<file path="src/rtl/hazard_sequencer.sv">
// Pipeline hazard sequencer: detects load-use and branch hazards, and stalls the front end
// while a multi-cycle multiply/divide runs. Also keeps a saturating count of stall cycles.
module hazard_sequencer #(
  parameter logic [5:0]  LW_OP      = 6'h23,
  parameter logic [5:0]  BEQ_OP     = 6'h04,
  parameter int unsigned MD_LATENCY = 8
) (
  input  logic        clock,
  input  logic        reset,
  input  logic [5:0]  ifid_op,
  input  logic [4:0]  ifid_rs,
  input  logic [4:0]  ifid_rt,
  input  logic [5:0]  idex_op,
  input  logic [4:0]  idex_rt,
  input  logic [5:0]  exmem_op,
  input  logic [4:0]  exmem_rt,
  input  logic        branch_taken,
  input  logic        md_start,
  output logic        pc_write,
  output logic        ifid_write,
  output logic        idex_bubble,
  output logic        ifid_flush,
  output logic        md_busy,
  output logic        md_done,
  output logic [15:0] stall_cycles
);

  typedef enum logic [0:0] {StRun, StMdWait} state_e;

  localparam logic [7:0] MdLoad = 8'(MD_LATENCY - 1);

  state_e      r_state, w_state_d;
  logic [7:0]  r_md_cnt, w_md_cnt_d;
  logic        r_md_done, w_md_done_d;
  logic [15:0] r_stall, w_stall_d;

  logic w_idex_match, w_exmem_match;
  logic w_load_use, w_br_dep, w_br_load, w_hazard;

  // Register 0 is hardwired zero, so a match on it is never a real dependency.
  assign w_idex_match  = (idex_rt != 5'd0) && ((idex_rt == ifid_rs) || (idex_rt == ifid_rt));
  assign w_exmem_match = (exmem_rt != 5'd0) && ((exmem_rt == ifid_rs) || (exmem_rt == ifid_rt));

  assign w_load_use = (idex_op == LW_OP) && w_idex_match;
  assign w_br_dep   = (ifid_op == BEQ_OP) && w_idex_match;
  assign w_br_load  = (ifid_op == BEQ_OP) && (exmem_op == LW_OP) && w_exmem_match;
  assign w_hazard   = w_load_use || w_br_dep || w_br_load;

  always_comb begin
    pc_write    = 1'b1;
    ifid_write  = 1'b1;
    idex_bubble = 1'b0;
    ifid_flush  = 1'b0;
    md_busy     = 1'b0;
    w_state_d   = r_state;
    w_md_cnt_d  = r_md_cnt;
    w_md_done_d = 1'b0;
    unique case (r_state)
      StRun: begin
        pc_write    = !w_hazard;
        ifid_write  = !w_hazard;
        idex_bubble = w_hazard;
        ifid_flush  = branch_taken && !w_hazard;
        if (md_start && !w_hazard) begin
          w_state_d  = StMdWait;
          w_md_cnt_d = MdLoad;
        end
      end
      StMdWait: begin
        pc_write    = 1'b0;
        ifid_write  = 1'b0;
        idex_bubble = 1'b1;
        md_busy     = 1'b1;
        if (r_md_cnt == 8'd0) begin
          w_state_d   = StRun;
          w_md_done_d = 1'b1;
        end else begin
          w_md_cnt_d = r_md_cnt - 8'd1;
        end
      end
    endcase
    w_stall_d = (!pc_write && (r_stall != 16'hFFFF)) ? r_stall + 16'd1 : r_stall;
  end

  always_ff @(posedge clock or posedge reset) begin
    if (reset) begin
      r_state   <= StRun;
      r_md_cnt  <= 8'd0;
      r_md_done <= 1'b0;
      r_stall   <= 16'd0;
    end else begin
      r_state   <= w_state_d;
      r_md_cnt  <= w_md_cnt_d;
      r_md_done <= w_md_done_d;
      r_stall   <= w_stall_d;
    end
  end

  assign md_done      = r_md_done;
  assign stall_cycles = r_stall;

endmodule

</file>
<file path="config.mk">
export PLATFORM = sky130hd
export DESIGN_NAME = hazard_sequencer
export DESIGN_NICKNAME = d
export VERILOG_FILES = /design/src/rtl/hazard_sequencer.sv
export SDC_FILE = /design/constraint.sdc
export NUM_CORES = 1
export LEC_CHECK = 0
export ABC_AREA = 1
export CORE_MARGIN = 3
export CORE_UTILIZATION = 31
export DETAILED_ROUTE_END_ITERATION = 8
export HOLD_SLACK_MARGIN = 0.08
export SETUP_SLACK_MARGIN = 0.3
export SLEW_MARGIN = 20
export SYNTH_ARGS = -nofsm -noshare
export SYNTH_HDL_FRONTEND = slang
export SYNTH_SLANG_ARGS = --single-unit
</file>
<file path="constraint.sdc">
create_clock -name clock -period 1.6 [get_ports clock]
set_input_delay 0.4 -clock clock [delete_from_list [all_inputs] [get_ports clock]]
set_output_delay 0.4 -clock clock [all_outputs]
set_load 0.02 [all_outputs]
</file>
==> results of run 1 <==
-- through the flow --
stage	hold WS (ps)	util, %
after global placement	516.2	47.37
final	461.7	55.01
after detailed placement	519.9	47.37
after global routing	495.2	55.01
after CTS	473.4	51.82
after floorplan	439.9	-
-- where the power goes --
group	leakage [nW]	internal, mW	switching [mW]	total, mW
Clock	0.0288	0.221	0.218	0.439
Combinational	1.32	1.23	1.22	2.45
Sequential	0.335	0.844	0.204	1.05
-- metal layers --
layer,part of all wire (%),wire (um)
met1,43,2435
met2,52,2919
met3,3.6,203
met4,0.75,42
met5,0,0
-- cells by family after synthesis --
logic type / Yosys count
buffers and inverters: 45
XOR/XNOR: 28
adder cells (fa/ha/maj): 2
AO/OA/AOI/OAI: 5
flip-flops: 26
AND/OR/NAND/NOR: 190
-- cell usage after synthesis --
library cell | instances | area share (%)
nand2_1 | 109 | 21
nor2_1 | 38 | 7.3
inv_1 | 36 | 6.9
dfrtp_1 | 26 | 33
nand3_1 | 21 | 5.4
xnor2_1 | 15 | 6.7
xor2_1 | 13 | 5.8
nand2_2 | 5 | 1.6
inv_2 | 4 | 0.77
nand4_1 | 4 | 1.3
nor3_1 | 4 | 1.0
o21ai_1 | 4 | 1.0
buf_4 | 2 | 0.77
buf_6 | 2 | 1.2
ha_1 | 2 | 1.3
nand3_2 | 2 | 1.0
nand3b_1 | 2 | 0.77
nor4_1 | 2 | 0.64
a21oi_1 | 1 | 0.26
clkinv_1 | 1 | 0.19
nand4_2 | 1 | 0.64
nor2_2 | 1 | 0.32
nor2_4 | 1 | 0.58
-- cell type report --
cell class | count | area (um2)
flip-flops and latches | 26 | 656.9
inverters | 41 | 177.7
repair buffers | 114 | 953.4
well taps | 75 | 93.84
multi-input cells | 226 | 1359
fillers | 603 | 2695
clock buffers | 4 | 55.05
-- sequential cells by signal, indices dropped and copies added (netlist names) --
name          flops
r_state           1
r_md_cnt          8
stall_cycles     16
md_done           1
-- worst max path at each step --
stage	from	end	slack [ps]	depth (start not counted)
2_1_floorplan	ifid_op[5]	pc_write	1	9
5_1_grt	exmem_rt[2]	ifid_flush	-200	9
3_3_place_gp	ifid_op[5]	idex_bubble	-1020	9
6_report	ifid_op[1]	pc_write	-140	8
4_1_cts	exmem_rt[2]	ifid_flush	-220	9
3_5_place_dp	exmem_rt[1]	ifid_flush	-1040	9
-- critical path, cell delays in order --
cell	delay [ps]
clkdlybuf4s15_1	170
nor2_2	140
nand4_1	120
nor2_1	150
nand2_2	90
nand3_4	110
inv_4	50
buf_6	120
-- timing repair --
| item | 4_1_cts | 5_1_grt |
|---|---|---|
| gates resized for setup | 274 | 68 |
| buffers inserted | 27 | 6 |
| endpoints found under the setup margin | 47 | 43 |
| cloned | 2 | 0 |
| pin swaps | 48 | 47 |
==> impl_metrics.py, run 1 <==
metrics = {
    "placed_design": {
        "dp_slack_ps": -1036,
        "portBuffers": 63,
        "dpl.cell_count": 447,
        "gp_congestion": 0.8146,
        "post-dp-hpwl_mm": 4.011,
        "postPlaceCellArea_mm2": 0.002838,
    },
    "worst_setup_path": {
        "cp_max_fo": 4,
        "start_kind": "primary input",
        "reg2regPathDepth": 10,
        "r2r-end": "stall_cycles[2]",
        "r2r_setup_slack_ps": -40,
        "cp.required_ps": 1200,
        "rr_startpoint": "stall_cycles[0]",
        "cp-end-kind": "output port",
        "worst_ep_arrival_time_ps": 1340,
        "crit_type": "primary input to output port",
    },
    "power_and_ir_drop": {
        "peakVddDrop_mv": 0.8248,
        "finalPower_mw": 3.942,
        "cellLeakagePower_nw": 1.682,
        "power.density_mw_per_mm2": 1196,
    },
    "route": {
        "wl_mm": 5.600,
        "ant_nets": 0,
        "wl_per_cell_um": 11.52,
        "vias": 2185,
        "first_pass_iters": 5,
        "via_per_inst": 4.496,
        "drc": 0,
        "initialDrtViolationCount": 87,
    },
    "logic_synthesis": {
        "synth_xor_area_share_pct": 12.59,
        "synth.distinct_cells": 23,
        "synth-seq-cells": 26,
        "yosysSeqAreaShare_pct": 33.40,
        "synth_nets": 340,
        "syn_area_per_cell_um2": 6.581,
        "synth_mux_area_share_pct": 0,
        "synth_compound_area_share_pct": 1.285,
        "syn_area_mm2": 0.001948,
        "synthAdderAreaFrac_pct": 1.285,
        "synth_top_family_by_area": "simple AND/OR/NAND/NOR gates",
        "synthSimpleGateAreaFrac_pct": 41.62,
        "synth_warnings": 0,
        "synthCells": 296,
    },
    "sta": {
        "min_period_ps": 1737,
        "fin_ws_ps": -137.4,
        "finalSetupTns_ps": -1316,
        "fin_crit_sh_pct": 108.6,
        "final_hold_viol_count": 0,
        "final_max_slew_viol_count": 0,
        "relSlewSlack_pct": 76.98,
        "setup-violations-final": 20,
        "fmax_mhz": 575.6,
        "finalClockSkew_ps": 2.742,
        "rsz0062_at_grt": "yes",
        "worst_slew_pin_slew_ps": 345.4,
    },
    "flow_run": {
        "drv_cap": 0,
    },
    "clock_tree": {
        "clkSlewWorstSetupHoldPaths_ps": 90,
        "cts_htree_levels": 1,
        "cts_tree": "yes",
        "cts-root-buf": "clkbuf_8",
        "numCtsBuffers": 3,
        "cts.sinks": 26,
        "ctsHoldBuffers": 0,
        "clock_latency_ps": 280,
        "cts.path.max_buffers": 2,
    },
    "die": {
        "die_w_um": 85.28,
        "initial_utilization_pct": 32.52,
        "design.die.area_mm2": 0.007272,
        "ioPinCount": 64,
        "core_area_mm2": 0.005991,
        "core.rowCount": 28,
        "die_y_um": 85.28,
    },
    "finish": {
        "final_common_cell": "nand2_1",
        "area_growth_syn_to_layout_pct": 69.17,
        "drive_gt1_share_pct": 45.50,
        "final_cells": 486,
        "n_antenna_cell": 0,
        "final_cell_mix": "nand2_1 (89), buf_4 (44), buf_6 (32)",
        "nNetsFinal": 456,
        "final_area_mm2": 0.003296,
    },
    "status": {
        "status": "finished with violations",
        "violations": "negative setup slack",
    },
    "hold_path": {
        "hold_class": "primary input to async pin",
    },
    "grt": {
        "met1_usage_pct": 19.77,
        "grt_pass1_wl_mm": 9.453,
        "busiest_layer": "met2",
        "grt_max_degree": 27,
        "antenna_found_initial": 0,
        "met3_usage_pct": 2.913,
        "grt_pass1_vias": 2100,
        "grt_overflow_total": 0,
        "met2_usage_pct": 27.97,
        "grtUsageTotal_pct": 15.70,
    },
}
Note: power is estimated with default switching activity, not from simulation.
==> run 2, diff against run 1 <==
--- a/config.mk
+++ b/config.mk
@@ -9,8 +9,6 @@
 export CORE_MARGIN = 3
 export CORE_UTILIZATION = 31
 export DETAILED_ROUTE_END_ITERATION = 8
-export HOLD_SLACK_MARGIN = 0.08
-export SETUP_SLACK_MARGIN = 0.3
 export SLEW_MARGIN = 20
 export SYNTH_ARGS = -nofsm -noshare
 export SYNTH_HDL_FRONTEND = slang
==> constraint.sdc (replaced) <==
create_clock -name clock -period 2 [get_ports clock]
set_input_delay 0.5 -clock clock [delete_from_list [all_inputs] [get_ports clock]]
set_output_delay 0.5 -clock clock [all_outputs]
set_load 0.02 [all_outputs]
==> run 2 against run 1 <==
Against the previous run: the flow now finishes without violations; register-to-register slack gained 290 ps; via count down 9.1%; flip-flop and latch count is the same; combinational power fell by 48%; setup slack improved by 200 ps; core utilization shrank 8.1 points; largest cell class unchanged; largest power group unchanged.
==> impl_metrics.py, run 2 (synthesis gave the netlist of run 1 again) <==
metrics = {
    "placed_design": {
        "postPlaceCellArea_mm2": 0.002730,
        "gp_congestion": 0.8411,
        "post-dp-hpwl_mm": 4.034,
        "portBuffers": 63,
        "dpl.cell_count": 443,
    },
    "finish": {
        "nNetsFinal": 420,
        "final_util_pct": 46.91,
        "final_area_mm2": 0.002810,
        "drive_gt1_share_pct": 26.13,
        "largest_reg_flops": 16,
        "final_common_cell": "nand2_1",
        "area_growth_syn_to_layout_pct": 44.25,
        "final_cells": 450,
        "n_fill_cell": 634,
        "final_cell_mix": "nand2_1 (101), nor2_1 (35), inv_1 (28)",
        "n_antenna_cell": 0,
        "seqCellArea_um2": 650.6,
        "multiInputGateArea_mm2": 0.001185,
    },
    "route": {
        "first_pass_iters": 4,
        "wl_per_cell_um": 11.39,
        "via_per_inst": 4.416,
        "drc": 0,
        "vias": 1987,
        "wl_mm": 5.126,
        "initialDrtViolationCount": 58,
        "ant_nets": 0,
    },
    "clock_tree": {
        "cts_htree_levels": 1,
        "cts_tree": "yes",
        "clock_latency_ps": 270,
        "cts-root-buf": "clkbuf_8",
        "clkSlewWorstSetupHoldPaths_ps": 90,
        "ctsHoldBuffers": 0,
        "cts.path.max_buffers": 2,
        "cts.sinks": 26,
        "numCtsBuffers": 3,
    },
    "worst_setup_path": {
        "cp-end-kind": "output port",
        "cp_max_fo": 3,
        "path_common_cell": "buf_6",
        "path_cells": "buf_4 > xor2_1 > nor2_1 > nand3_1 > nand2_1 > nand2_2 > nand3_4 > buf_6 > buf_6",
        "critical-path-top-delay-family": "simple AND/OR/NAND/NOR gates",
        "crit_type": "primary input to output port",
        "slowest_stage": "xor2_1",
        "start_kind": "primary input",
        "cp.required_ps": 1500,
        "crit_path_max_incr_delay_ps": 140,
        "worst_ep_arrival_time_ps": 1440,
        "path_buf_inv": 3,
    },
    "grt": {
        "grt_max_degree": 27,
        "met1_usage_pct": 21.19,
        "met3_usage_pct": 2.427,
        "busiest_layer": "met2",
        "grtUsageTotal_pct": 14.52,
        "grt_pass1_vias": 1912,
        "antenna_found_initial": 0,
        "grt_pass1_wl_mm": 8.832,
        "grt_overflow_total": 0,
        "met2_usage_pct": 22.74,
    },
    "power_and_ir_drop": {
        "power.density_mw_per_mm2": 897.6,
        "cellLeakagePower_nw": 1.455,
        "finalPower_mw": 2.523,
        "peakVddDrop_mv": 0.3902,
    },
    "sta": {
        "min_period_ps": 1938,
        "rsz0062_at_grt": "yes",
        "relSlewSlack_pct": 76.84,
        "finalClockSkew_ps": 8.364,
        "final_hold_viol_count": 0,
        "whs_ps": 535.9,
        "setup-violations-final": 0,
        "fmax_mhz": 516.0,
        "final_max_slew_viol_count": 0,
        "fin_crit_sh_pct": 96.91,
        "worst_slew_pin_slew_ps": 347.4,
    },
    "die": {
        "ioPinCount": 64,
        "die_y_um": 85.28,
        "design.die.area_mm2": 0.007272,
        "core.rowCount": 28,
        "initial_utilization_pct": 32.52,
        "core_area_mm2": 0.005991,
        "die_w_um": 85.28,
    },
    "hold_path": {
        "hold_class": "flop to flop",
    },
    "flow_run": {
        "drv_cap": 0,
    },
    "status": {
        "status": "finished, final reports clean",
    },
}
==> run 2: changes by cell type in the layout (fill, tap and decap cells not counted), sizes merged <==
cell           delta
buf              -55
clkdlybuf4s50    +18
clkbuf            +4
clkdlybuf4s15     -3
bufinv            +1
nand2             -1
==> run 2: cell type report <==
cell class	count	share of cell area, %
Multi-Input combinational cell	225	42.16
Sequential cell	26	23.15
Timing Repair Buffer	79	23.15
Inverter	41	5.654
Tap cell	75	3.339
Clock buffer	3	1.469
Clock inverter	1	1.069
==> run 2: timing repair <==
action	in CTS	in global routing
resized for setup	139	65
pin swaps	26	32
gates cloned	0	0
setup buffers	3	0
endpoints found under the setup margin	4	4
==> run 2: worst paths after layout <==
| kind | start | endpoint | slack, ps | cells past startpoint |
|---|---|---|---|---|
| setup / recovery | ifid_rt[1] | idex_bubble | 60 | 9 |
| hold / removal | r_md_cnt[1] | r_md_cnt[1] | 540 | 2 |
| setup reg to reg | stall_cycles[0] | stall_cycles[6] | 250 | 10 |
| hold reg to reg | r_md_cnt[1] | r_md_cnt[1] | 540 | 2 |
| max in group asynchronous | reset | r_md_cnt[0] | 1150 | 3 |
| min in group asynchronous | reset | stall_cycles[2] | 590 | 3 |
==> run 2: where the power goes <==
| group | leakage (nW) | total, mW | internal, mW | switching, mW |
|---|---|---|---|---|
| Combinational | 1.08 | 1.27 | 0.567 | 0.701 |
| Sequential | 0.341 | 0.818 | 0.667 | 0.151 |
| Clock | 0.0357 | 0.436 | 0.268 | 0.169 |
| Total | 1.45 | 2.52 | 1.50 | 1.02 |
==> run 2: per-stage QoR <==
step           TNS [ps]  setup slack, ps
2_1_floorplan         0            28.46
3_3_place_gp      -8024           -806.6
3_5_place_dp      -8321           -803.8
4_1_cts               0          0.08560
5_1_grt          -76.70           -22.93
6_report              0            61.86
==> run 2: metal layers <==
metal	vias to the layer above	share of wire, %
met5	-	0
met4	0	0.74
met2	48	43
met3	2	6.0
li1	1061	-
met1	876	50
==> run 2: worst min-delay path, delay by kind of cell, from the launching register on <==
kind             cells  cell delay [ps]
and+or+nand+nor      2              140
DFF                  1              370
==> run 3, diff against run 2 <==
==> constraint.sdc (replaced) <==
create_clock -name clock -period 2 [get_ports clock]
set_input_delay 0.5 -clock clock [delete_from_list [all_inputs] [get_ports clock]]
set_output_delay 0.5 -clock clock [all_outputs]
set_load 0.05 [all_outputs]
==> run 3 against run 2 <==
Against the previous run: the run now ends with negative setup slack left; clock power shrank 29%; largest power group unchanged; sequential power up 1%; setup slack lost 140 ps; total power rose by 6.0%; critical path type unchanged; cell count down 0.22%; critical path depth rose by 1.
==> impl_metrics.py, run 3 (synthesis gave the netlist of run 1 again) <==
metrics = {
    "status": {
        "status": "finished with violations",
        "violations": "negative setup slack",
    },
    "die": {
        "initial_utilization_pct": 32.52,
        "core.rowCount": 28,
        "die_w_um": 85.28,
        "ioPinCount": 64,
        "die_y_um": 85.28,
        "design.die.area_mm2": 0.007272,
        "core_area_mm2": 0.005991,
    },
    "finish": {
        "nNetsFinal": 419,
        "final_util_pct": 46.62,
        "drive_gt1_share_pct": 28.34,
        "n_fill_cell": 627,
        "final_common_cell": "nand2_1",
        "final_cell_mix": "nand2_1 (106), buf_4 (35), nor2_1 (32)",
        "n_antenna_cell": 0,
        "area_growth_syn_to_layout_pct": 43.35,
        "largest_reg_flops": 16,
    },
    "grt": {
        "antenna_found_initial": 0,
        "grt_pass1_vias": 1827,
        "grt_pass1_wl_mm": 8.480,
        "grt_overflow_total": 0,
        "grtUsageTotal_pct": 14.10,
        "grt_max_degree": 17,
    },
    "worst_setup_path": {
        "start_kind": "primary input",
        "critical-path-top-delay-family": "simple AND/OR/NAND/NOR gates",
        "cp.required_ps": 1500,
        "cp_max_fo": 3,
        "path_buf_inv": 4,
        "slowest_stage": "buf_12",
        "path_cells": "buf_8 > clkinv_8 > nand2_4 > nor2_4 > nand4_1 > nor2_1 > nand2_2 > nand3_4 > clkinvlp_4 > buf_12",
        "crit_type": "primary input to output port",
        "crit_path_max_incr_delay_ps": 170,
        "cp-end-kind": "output port",
        "worst_ep_arrival_time_ps": 1580,
        "r2r_setup_slack_ps": 210,
    },
    "clock_tree": {
        "cts_htree_levels": 1,
        "cts_tree": "yes",
        "cts.sinks": 26,
        "cts-root-buf": "clkbuf_8",
        "clock_latency_ps": 270,
        "ctsHoldBuffers": 0,
        "cts.path.max_buffers": 2,
        "numCtsBuffers": 3,
        "clkSlewWorstSetupHoldPaths_ps": 90,
    },
    "flow_run": {
        "drv_cap": 0,
    },
    "sta": {
        "worst_slew_pin_slew_ps": 251.0,
        "fmax_mhz": 481.5,
        "finalClockSkew_ps": 5.774,
        "finalSetupTns_ps": -170.8,
        "rsz0062_at_grt": "yes",
        "fin_crit_sh_pct": 103.8,
        "fin_ws_ps": -76.90,
        "setup-violations-final": 4,
        "final_max_slew_viol_count": 0,
        "final_hold_viol_count": 0,
        "relSlewSlack_pct": 83.21,
        "min_period_ps": 2077,
    },
    "placed_design": {
        "gp_congestion": 0.8073,
        "post-dp-hpwl_mm": 3.948,
        "portBuffers": 63,
    },
    "power_and_ir_drop": {
        "peakVddDrop_mv": 0.5890,
        "power.density_mw_per_mm2": 957.3,
        "cellLeakagePower_nw": 1.477,
    },
    "route": {
        "ant_nets": 0,
        "wl_per_cell_um": 11.19,
        "drc": 0,
        "initialDrtViolationCount": 38,
        "via_per_inst": 4.414,
        "wl_mm": 5.023,
        "vias": 1982,
        "first_pass_iters": 4,
    },
    "hold_path": {
        "hold_class": "primary input to async pin",
    },
}
==> run 3: cell count changes in the layout (fill, tap and decap cells not counted), sizes merged <==
cell / previous run / this run
clkinvlp: 0 / 1
clkbuf: 12 / 4
clkinv: 1 / 2
bufinv: 1 / 0
clkdlybuf4s50: 21 / 3
inv: 40 / 38
clkdlybuf4s15: 1 / 4
buf: 46 / 69
==> run 3: final cells by class <==
cell class | instances | area, um2 | share of cell area, %
clock buffers | 4 | 45.04 | 1.613
inverters | 41 | 172.7 | 6.183
multi-input cells | 225 | 1174 | 42.03
flip-flops and latches | 26 | 651.9 | 23.34
well taps | 75 | 93.84 | 3.360
repair buffers | 78 | 655.6 | 23.48
==> run 3: routing by layer <==
layer	vias up	wire length [um]	share of wire, %	global-route usage, %
met5	-	0	0	0
met3	5	220	4.4	1.942
li1	1053	-	-	-
met2	51	2147	43	21.40
met1	873	2603	52	21.04
met4	0	53	1.1	3.453
==> run 3: timing repair <==
item                       in CTS  in global routing
setup buffers                   2                  1
setup endpoints to repair      20                  4
resized for setup             150                 13
pin swaps                      28                 10
==> run 3: worst paths after layout <==
kind                                 startpoint          endpoint  depth (start not counted)
worst max-delay path                 ifid_op[5]          pc_write                         10
worst max register to register  stall_cycles[0]  stall_cycles[15]                         10
worst min-delay path                      reset   stall_cycles[2]                          3
worst min register to register  stall_cycles[1]   stall_cycles[1]                          2
min in group clock              stall_cycles[1]   stall_cycles[1]                          2
max in group asynchronous                 reset           r_state                          3
==> run 3: worst min-delay path, delay by kind of cell <==
family | cells | cell delay, ps
buffers and inverters | 3 | 670
==> run 3: power by group <==
part	switching, mW	internal (mW)	leakage [nW]	total [mW]
Sequential	0.158	0.669	0.340	0.828
Clock	0.168	0.143	0.0228	0.311
Combinational	0.929	0.606	1.11	1.54
==> run 3: stage by stage <==
step	cells	hold WS, ps	cell area (um2)	setup slack (ps)	power, mW
after global routing	449	559.0	2793	-155.5	2.886
after CTS	448	537.8	2743	-69.10	2.698
after floorplan	296	497.3	1991	-229.3	1.854
final	449	542.1	2793	-76.90	2.673
after global placement	442	518.9	2768	-534.3	2.375
after detailed placement	442	525.9	2768	-553.1	2.398
